[config.mk]
export PLATFORM = sky130hd
export DESIGN_NAME = seq_hit_window_counter
export DESIGN_NICKNAME = d
export VERILOG_FILES = /design/src/rtl/seq_det_pkg.sv /design/src/rtl/seq_hit_outreg.sv /design/src/rtl/seq_hit_window_counter.sv
export SDC_FILE = /design/constraint.sdc
export NUM_CORES = 1
export LEC_CHECK = 0
export CAP_MARGIN = 0
export CORE_ASPECT_RATIO = 0.7
export CORE_MARGIN = 5
export CORE_UTILIZATION = 44
export DETAILED_ROUTE_END_ITERATION = 10
export PLACE_DENSITY = 0.8
export RECOVER_POWER = 50
export SLEW_MARGIN = 20
export SYNTH_ARGS = -nofsm -noshare
export SYNTH_HDL_FRONTEND = slang
export SYNTH_SLANG_ARGS = --single-unit
[constraint.sdc]
create_clock -name clk -period 1.7 [get_ports clk]
set_input_delay 0.51 -clock clk [delete_from_list [all_inputs] [get_ports clk]]
set_output_delay 0.51 -clock clk [all_outputs]
set_load 0.02 [all_outputs]
[src/rtl/seq_det_pkg.sv]
// seq_det_pkg: shared types and helpers for the hit window counter.
// Holds the FSM state enum, default sizes and the saturating increment.
package seq_det_pkg;

  typedef enum logic [1:0] {
    S_IDLE = 2'd0,
    S_RUN  = 2'd1,
    S_LAST = 2'd2
  } state_e;

  localparam int WIN_LEN_DEF = 16;
  localparam int CNT_W_DEF   = 5;

  function automatic logic [31:0] sat_inc(
    input logic [31:0] cnt,
    input logic [31:0] max
  );
    return (cnt >= max) ? max : cnt + 32'd1;
  endfunction

endpackage

[src/rtl/seq_hit_outreg.sv]
// seq_hit_outreg: one-entry valid/ready result register with sticky overrun.
// Ports: load/data/sat in (opt. pos_in/vld_in), ready, ovr_clr; valid/data_o/sat_o/ovr out.
// Optional first-hit fields when SEQ_HIT_FIRSTPOS_EN is defined.
module seq_hit_outreg
  import seq_det_pkg::*;
#(
`ifdef SEQ_HIT_FIRSTPOS_EN
  parameter int PW    = 4,
`endif
  parameter int CNT_W = CNT_W_DEF
) (
  input  logic             clk,
  input  logic             rst,
  input  logic             load,
  input  logic [CNT_W-1:0] data,
  input  logic             sat,
`ifdef SEQ_HIT_FIRSTPOS_EN
  input  logic [PW-1:0]    pos_in,
  input  logic             vld_in,
  output logic [PW-1:0]    pos_o,
  output logic             vld_o,
`endif
  input  logic             ready,
  input  logic             ovr_clr,
  output logic             valid,
  output logic [CNT_W-1:0] data_o,
  output logic             sat_o,
  output logic             ovr
);

  logic             valid_q, valid_d;
  logic [CNT_W-1:0] data_q, data_d;
  logic             sat_q, sat_d;
  logic             ovr_q, ovr_d;
  logic             accept, drop;
`ifdef SEQ_HIT_FIRSTPOS_EN
  logic [PW-1:0]    pos_q, pos_d;
  logic             vld_q, vld_d;
`endif

  // Slot frees up in the same cycle the consumer takes the old result.
  assign accept = load && (!valid_q || ready);
  assign drop   = load && !accept;

  always_comb begin
    valid_d = valid_q;
    data_d  = data_q;
    sat_d   = sat_q;
    ovr_d   = ovr_q;
`ifdef SEQ_HIT_FIRSTPOS_EN
    pos_d   = pos_q;
    vld_d   = vld_q;
`endif
    if (accept) begin
      valid_d = 1'b1;
      data_d  = data;
      sat_d   = sat;
`ifdef SEQ_HIT_FIRSTPOS_EN
      pos_d   = pos_in;
      vld_d   = vld_in;
`endif
    end else if (valid_q && ready) begin
      valid_d = 1'b0;
    end
    // A new drop beats a clear in the same cycle.
    if (drop) begin
      ovr_d = 1'b1;
    end else if (ovr_clr) begin
      ovr_d = 1'b0;
    end
  end

  always_ff @(posedge clk) begin
    if (!rst) begin
      valid_q <= 1'b0;
      data_q  <= '0;
      sat_q   <= 1'b0;
      ovr_q   <= 1'b0;
`ifdef SEQ_HIT_FIRSTPOS_EN
      pos_q   <= '0;
      vld_q   <= 1'b0;
`endif
    end else begin
      valid_q <= valid_d;
      data_q  <= data_d;
      sat_q   <= sat_d;
      ovr_q   <= ovr_d;
`ifdef SEQ_HIT_FIRSTPOS_EN
      pos_q   <= pos_d;
      vld_q   <= vld_d;
`endif
    end
  end

  assign valid  = valid_q;
  assign data_o = data_q;
  assign sat_o  = sat_q;
  assign ovr    = ovr_q;
`ifdef SEQ_HIT_FIRSTPOS_EN
  assign pos_o  = pos_q;
  assign vld_o  = vld_q;
`endif

endmodule

[src/rtl/seq_hit_window_counter.sv]
// seq_hit_window_counter: counts 1101-detector hits over WIN_LEN enabled bits.
// In: clk, rst(sync low), bit_en, hit, start, stop, ovr_clr, cnt_ready.
// Out: cnt_valid, cnt_data, cnt_sat, ovr, busy (+first_pos/first_vld
// when SEQ_HIT_FIRSTPOS_EN is defined).
module seq_hit_window_counter
  import seq_det_pkg::*;
#(
  parameter int WIN_LEN = WIN_LEN_DEF,
  parameter int CNT_W   = CNT_W_DEF
) (
  input  logic                       clk,
  input  logic                       rst,
  input  logic                       bit_en,
  input  logic                       hit,
  input  logic                       start,
  input  logic                       stop,
  input  logic                       ovr_clr,
  input  logic                       cnt_ready,
  output logic                       cnt_valid,
  output logic [CNT_W-1:0]           cnt_data,
  output logic                       cnt_sat,
`ifdef SEQ_HIT_FIRSTPOS_EN
  output logic [$clog2(WIN_LEN)-1:0] first_pos,
  output logic                       first_vld,
`endif
  output logic                       ovr,
  output logic                       busy
);

  localparam int IW = $clog2(WIN_LEN);
  localparam logic [IW-1:0] LAST_IDX = IW'(WIN_LEN - 1);
  localparam logic [31:0] CNT_MAX = (32'd1 << CNT_W) - 32'd1;

  state_e           state_q, state_d;
  logic [IW-1:0]    idx_q, idx_d;
  logic [CNT_W-1:0] cnt_q, cnt_d;
  logic             sat_q, sat_d;

  logic             counting, hit_now, close, clip;
  logic [CNT_W-1:0] cnt_nxt;
  logic             sat_nxt;

  assign counting = (state_q != S_IDLE) && bit_en;
  assign hit_now  = counting && hit;
  assign close    = counting && (idx_q == LAST_IDX);
  assign clip     = hit_now && (32'(cnt_q) == CNT_MAX);
  assign cnt_nxt  = hit_now ? CNT_W'(sat_inc(32'(cnt_q), CNT_MAX))
                            : cnt_q;
  // Includes the closing bit, so its hit lands in the closing window.
  assign sat_nxt  = sat_q | clip;

  always_comb begin
    state_d = state_q;
    unique case (state_q)
      S_IDLE: if (start) state_d = stop ? S_LAST : S_RUN;
      S_RUN:  if (stop)  state_d = S_LAST;
      S_LAST: if (close) state_d = S_IDLE;
      default: state_d = S_IDLE;
    endcase
  end

  always_comb begin
    idx_d = idx_q;
    cnt_d = cnt_q;
    sat_d = sat_q;
    if (state_q == S_IDLE || close) begin
      idx_d = '0;
      cnt_d = '0;
      sat_d = 1'b0;
    end else if (counting) begin
      idx_d = idx_q + IW'(1);
      cnt_d = cnt_nxt;
      sat_d = sat_nxt;
    end
  end

`ifdef SEQ_HIT_FIRSTPOS_EN
  logic [IW-1:0] fpos_q, fpos_d;
  logic          fvld_q, fvld_d;
  logic [IW-1:0] pub_pos;
  logic          pub_vld;

  assign pub_vld = fvld_q | hit_now;
  assign pub_pos = fvld_q  ? fpos_q :
                   hit_now ? idx_q  : '0;

  always_comb begin
    fpos_d = fpos_q;
    fvld_d = fvld_q;
    if (state_q == S_IDLE || close) begin
      fpos_d = '0;
      fvld_d = 1'b0;
    end else if (hit_now && !fvld_q) begin
      fpos_d = idx_q;
      fvld_d = 1'b1;
    end
  end
`endif

  always_ff @(posedge clk) begin
    if (!rst) begin
      state_q <= S_IDLE;
      idx_q   <= '0;
      cnt_q   <= '0;
      sat_q   <= 1'b0;
`ifdef SEQ_HIT_FIRSTPOS_EN
      fpos_q  <= '0;
      fvld_q  <= 1'b0;
`endif
    end else begin
      state_q <= state_d;
      idx_q   <= idx_d;
      cnt_q   <= cnt_d;
      sat_q   <= sat_d;
`ifdef SEQ_HIT_FIRSTPOS_EN
      fpos_q  <= fpos_d;
      fvld_q  <= fvld_d;
`endif
    end
  end

  assign busy = (state_q != S_IDLE);

  seq_hit_outreg #(
`ifdef SEQ_HIT_FIRSTPOS_EN
    .PW    (IW),
`endif
    .CNT_W (CNT_W)
  ) u_outreg (
    .clk     (clk),
    .rst     (rst),
    .load    (close),
    .data    (cnt_nxt),
    .sat     (sat_nxt),
`ifdef SEQ_HIT_FIRSTPOS_EN
    .pos_in  (pub_pos),
    .vld_in  (pub_vld),
    .pos_o   (first_pos),
    .vld_o   (first_vld),
`endif
    .ready   (cnt_ready),
    .ovr_clr (ovr_clr),
    .valid   (cnt_valid),
    .data_o  (cnt_data),
    .sat_o   (cnt_sat),
    .ovr     (ovr)
  );

endmodule
Yosys cells after proc, flatten, opt, wreduce, memory -nomap -nowiden:

Index checks and enable logic that the tools add are counted.

* flip-flop bits (word level): 20
* bits of input ports: 8
* output and inout port bits: 9
* word-level logic and storage cells: 48

* add/subtract/negate cells: 2
* order comparisons: 1
* equal/unequal tests: 7
* mux-type cells: 11
* bitwise logic cells: 2
* reductions and logical operators: 17

Operators with widths (count)
* 5-bit 2-to-1 mux: 2
* 2-bit 2-to-1 mux: 4
* 1-bit logical AND: 7
* 2-bit inequality test, second input constant: 3
* 2-bit one-hot mux with 3 select lines: 1
* 2-bit nonzero test: 3
* 5-bit by 1-bit adder with 5-bit output, second input constant: 1
* 5-bit == test, second input constant: 1
* 5-bit >= comparator, second input constant: 1
* 4-bit by 1-bit adder with 4-bit output, second input constant: 1
* 4-bit == test, second input constant: 1
* 1-bit 2-to-1 mux: 4
* 3-bit AND reduction: 1
* 2-bit by 1-bit == test with 1-bit output, second input constant: 1
* 2-bit == test, second input constant: 1
* 1-bit zero test: 2
* 2-bit zero test: 1
* 1-bit logical OR: 2
* 2-bit OR reduction: 1
* 1-bit inverter: 1
* 1-bit bitwise OR: 1

Depth between registers and ports, before layout:

* depth in word-level cells: 7
* mapped depth: 7
* depth with buffers taken out: 7

Modules after synthesis:

Synthesis repeated with hierarchy kept, for this count alone.

* cell total of the unflattened synthesis: 105
* area total of the unflattened synthesis: 984.7 um^2

By module, submodules not included
* seq_hit_window_counter: times used 1, cells an instance 71, area each 655.6 um^2, sequential area each 240.2 um^2
* seq_hit_outreg: times used 1, cells an instance 34, area each 329.1 um^2, sequential area each 160.2 um^2

Worst setup path after synthesis:

No wires, ideal clock.

* kind: register -> register
* start: reg cnt_q[0]
* end: reg cnt_q[3]
* setup time: 131 ps
* arrival time: 1609 ps
* required time: 1569 ps
* path slack: -40 ps
* stages on the path, launching flop included: 7
* buffers on the path: 0
* period minus slack after synthesis: 1740 ps
* cells stage by stage: dfxtp_1 > ha_1 > and3_1 > ha_1 > or4b_1 > o21ai_2 > a311oi_1

* word-level cells in the longest chain between the ends: 3
* elaborated cells between the ends (all ways): 4
* classes of those cells: 1 x add/sub; 1 x order compare; 2 x mux

Ends and longest elaborated chain
* from (decl): RTL line seq_hit_window_counter.sv:36 `logic [CNT_W-1:0] cnt_q, cnt_d;`
* from (signal assigned): RTL line seq_hit_window_counter.sv:113 `cnt_q <= cnt_d;`
* 5-bit by 1-bit adder with 5-bit output or 5-bit >= comparator (tied branches): RTL line seq_det_pkg.sv:18 `return (cnt >= max) ? max : cnt + 32'd1;`
* 5-bit 2-to-1 mux *: RTL line seq_det_pkg.sv:18
* 5-bit 2-to-1 mux *: RTL line seq_hit_window_counter.sv:47 `assign cnt_nxt = hit_now ? CNT_W'(sat_inc(32'(cnt_q), CNT_MAX))`

Mark *: on every way between the ends. The rest lies on a longest branch, timed or not.
A chain may end at the register's enable or synchronous reset.

Worst setup path after layout:

Ends and elaborated chain as after synthesis.

==> reports/metrics.cfg <==
[yosys]
synth_cell_types=34
synth-seq-area-share_pct=45.5
synthArstFlopShare_pct=0
synth_ff_type=dfxtp_1
postSynthAreaPerCell_um2=9.16
syn-instance-count=96
ys.warnings.count=0
synth_area_um2=880
ys_ff_latch=20
synthTopCellsByArea=dfxtp_1 46%, nor2_1 6.0%, nand2_1 4.7%
synth_nets=107
synth_edf_count=0
synth_top_area_share_pct=45.5
synth.largest_area_cell=dfxtp_1

[power_and_ir_drop]
p_sw_uw=198
ir_worst_vdd_mv=0.510
p_comb_share_pct=12.6
power_leakage_nw=0.553
p_sw_share_pct=24.7
power_density_nw_per_um2=631
p_seq_share_pct=59.7
intPower_uw=606
finalPower_uw=805
pwr-share-clk_pct=27.7

[worst_setup_path]
crit_buf_inv=0
crit_path_end_kind=register
crit_path_max_incr_delay_ns=0.50
critPathSlowestCell=or4b_4
critPathLaunchType=register
reg2reg_slack_ns=0.04
cp_common_cell=ha_4
path_cells=ha_4 -> and3_4 -> ha_4 -> or4b_4 -> o21ai_4 -> a311oi_2
crit_required_ns=1.90
crit_fanout=4
reg2regPathDepth=6
r2r_end=cnt_q[3]
cpLargestDelayFamily=simple AND/OR/NAND/NOR gates
r2r-start=cnt_q[0]
critPathKind=register to register
arrival_ns=1.86

[routing]
drt_iter0_drc=31
dr.pass1.iters=4
vias=852
ant_nets=0
drt_wl_total_um=2400
via_per_inst=5.46
drt_drc_violations_left=0
wire_per_inst_um=15.4

[floorplan]
fp-row-count=13
die_x_um=63.4
initial_core_util_pct=46.6
die_h_um=47.4
core_um2=1890
die-area_um2=3010
ioPinCount=17

[sta]
finClkSkew_ns=0.0140
hold_viol=0
final.min_clock_period_ns=1.66
setup_violations=0
max_freq_mhz=601
timing.final.crit_share_pct=97.9
worst_pin_slew_ns=0.315
slew_headroom_pct=79.0
report.final.slew_viol_count=0
postLayoutSetupSlackWorst_ns=0.0361

[global_routing]
antenna_found_initial=0
overflow=0
grt.busiest_layer=met2
grtUsageMet2_pct=31.6
grt_pass1_wl_um=3850
use_met1_pct=17.9
grt_usage_pct=16.7
use_met3_pct=6.46
grt_pass1_vias=878
grt_max_degree=11

[cts]
clock_path_buffers=2
root_buffer=clkbuf_4
tritoncts=built
clk_latency_ns=0.31
cts_hold_buf=0
path_clk_slew_ns=0.11
cts-htree-levels=1
clock_sinks=20
cts_buffers=3

[finish]
antennaDiodeCount=0
layout-drive-gt1-share_pct=25.4
layout.nets=147
area_growth_pct=44.9
final_cells=156
fill_cells=155
layout_commonest_cell=dfxtp_1
layout_common_cells=18 x dfxtp_1, 15 x buf_4, 13 x nor2_1

[worst_hold_path]
min_path_cells=2
min_to=u_outreg.data_o[0]
min_path_type=register to register
min-delay-start=u_outreg.data_o[0]

[placed_design]
post-place-ws_ns=-0.363
numPlacedInstances=152
port_buffers=16
gp_congestion=0.828
dpl.hpwl_um=1870

[job]
max-cap-violations=0

[outcome]
status=finished clean

state kept, by name (all words and copies together) (netlist names):
signal and cells:
u_outreg.sat_o 1, sat_q 1, idx_q 4, u_outreg.valid 1
state_q 2, cnt_q 5, u_outreg.data_o 5, u_outreg.ovr 1
cells by family after synthesis:
family | count (synthesis) | synth area share (%)
AND/OR/NAND/NOR | 41 | 24.8
flip-flops | 20 | 45.5
adder cells (fa/ha/maj) | 3 | 4.27
multiplexers | 1 | 1.14
AO/OA/AOI/OAI | 25 | 20.2
XOR/XNOR | 2 | 1.99
buffers and inverters | 4 | 2.13
cell type report:
cell class                      count  area, um^2  area share, %
Sequential cell                    20         405           31.8
Tap cell                           22        27.5           2.16
Clock buffer                        3        22.5           1.77
Timing Repair Buffer               37         302           23.7
Multi-Input combinational cell     72         510           40.0
Inverter                            2        7.51          0.589
synthesized netlist by cell type, drive strengths merged (3+ instances only):
master / count
a21oi: 3
o21a: 4
nand3: 3
o21ai: 5
nor2: 14
ha: 3
dfxtp: 20
nand2: 11
o22ai: 5
repair_timing:
action | CTS | global route
pin swaps | 1 | 2
endpoints found under the hold margin | 0 | 0
setup endpoints to repair | 11 | 5
setup buffers | 0 | 1
gates resized for setup | 13 | 12
power groups by stage:
stage / logic [mW] / clock network [mW] / registers, mW
4_1_cts: 0.102 / 0.233 / 0.480
3_3_place_gp: 0.100 / 0 / 0.490
6_report: 0.101 / 0.223 / 0.480
2_1_floorplan: 0.0418 / 0 / 0.491
3_5_place_dp: 0.104 / 0 / 0.491
5_1_grt: 0.109 / 0.250 / 0.481
worst reg2reg max path: stages, from the launching register on:
cell	delay, ns
dfxtp_4	0.36
ha_4	0.16
and3_4	0.18
ha_4	0.17
or4b_4	0.50
o21ai_4	0.10
a311oi_2	0.11
worst max path at each step:
stage | start | end | cells after the start
after floorplan | cnt_q[0] | cnt_q[3] | 6
after global placement | bit_en | cnt_q[3] | 5
after detailed placement | bit_en | cnt_q[3] | 5
after CTS | state_q[0] | busy | 3
after global routing | cnt_q[0] | cnt_q[3] | 6
final | cnt_q[0] | cnt_q[3] | 6
per-layer routing:
layer  up-vias  routed length [um]
li1        426                   -
met3         4                 141
met5         -                   0
met4         0                  40
met2        23                1200
met1       399                1020
stage by stage:
stage	instance area, um^2	util, %	hold slack [ns]	setup TNS, ns
after CTS	1230	65.1	0.480	0
after global routing	1270	67.6	0.509	-0.00712
after detailed placement	1210	64.1	0.460	-3.97
after floorplan	882	-	0.428	0
after global placement	1210	64.1	0.441	-3.16
final	1270	67.6	0.480	0
(Power assumes the default switching activity.)
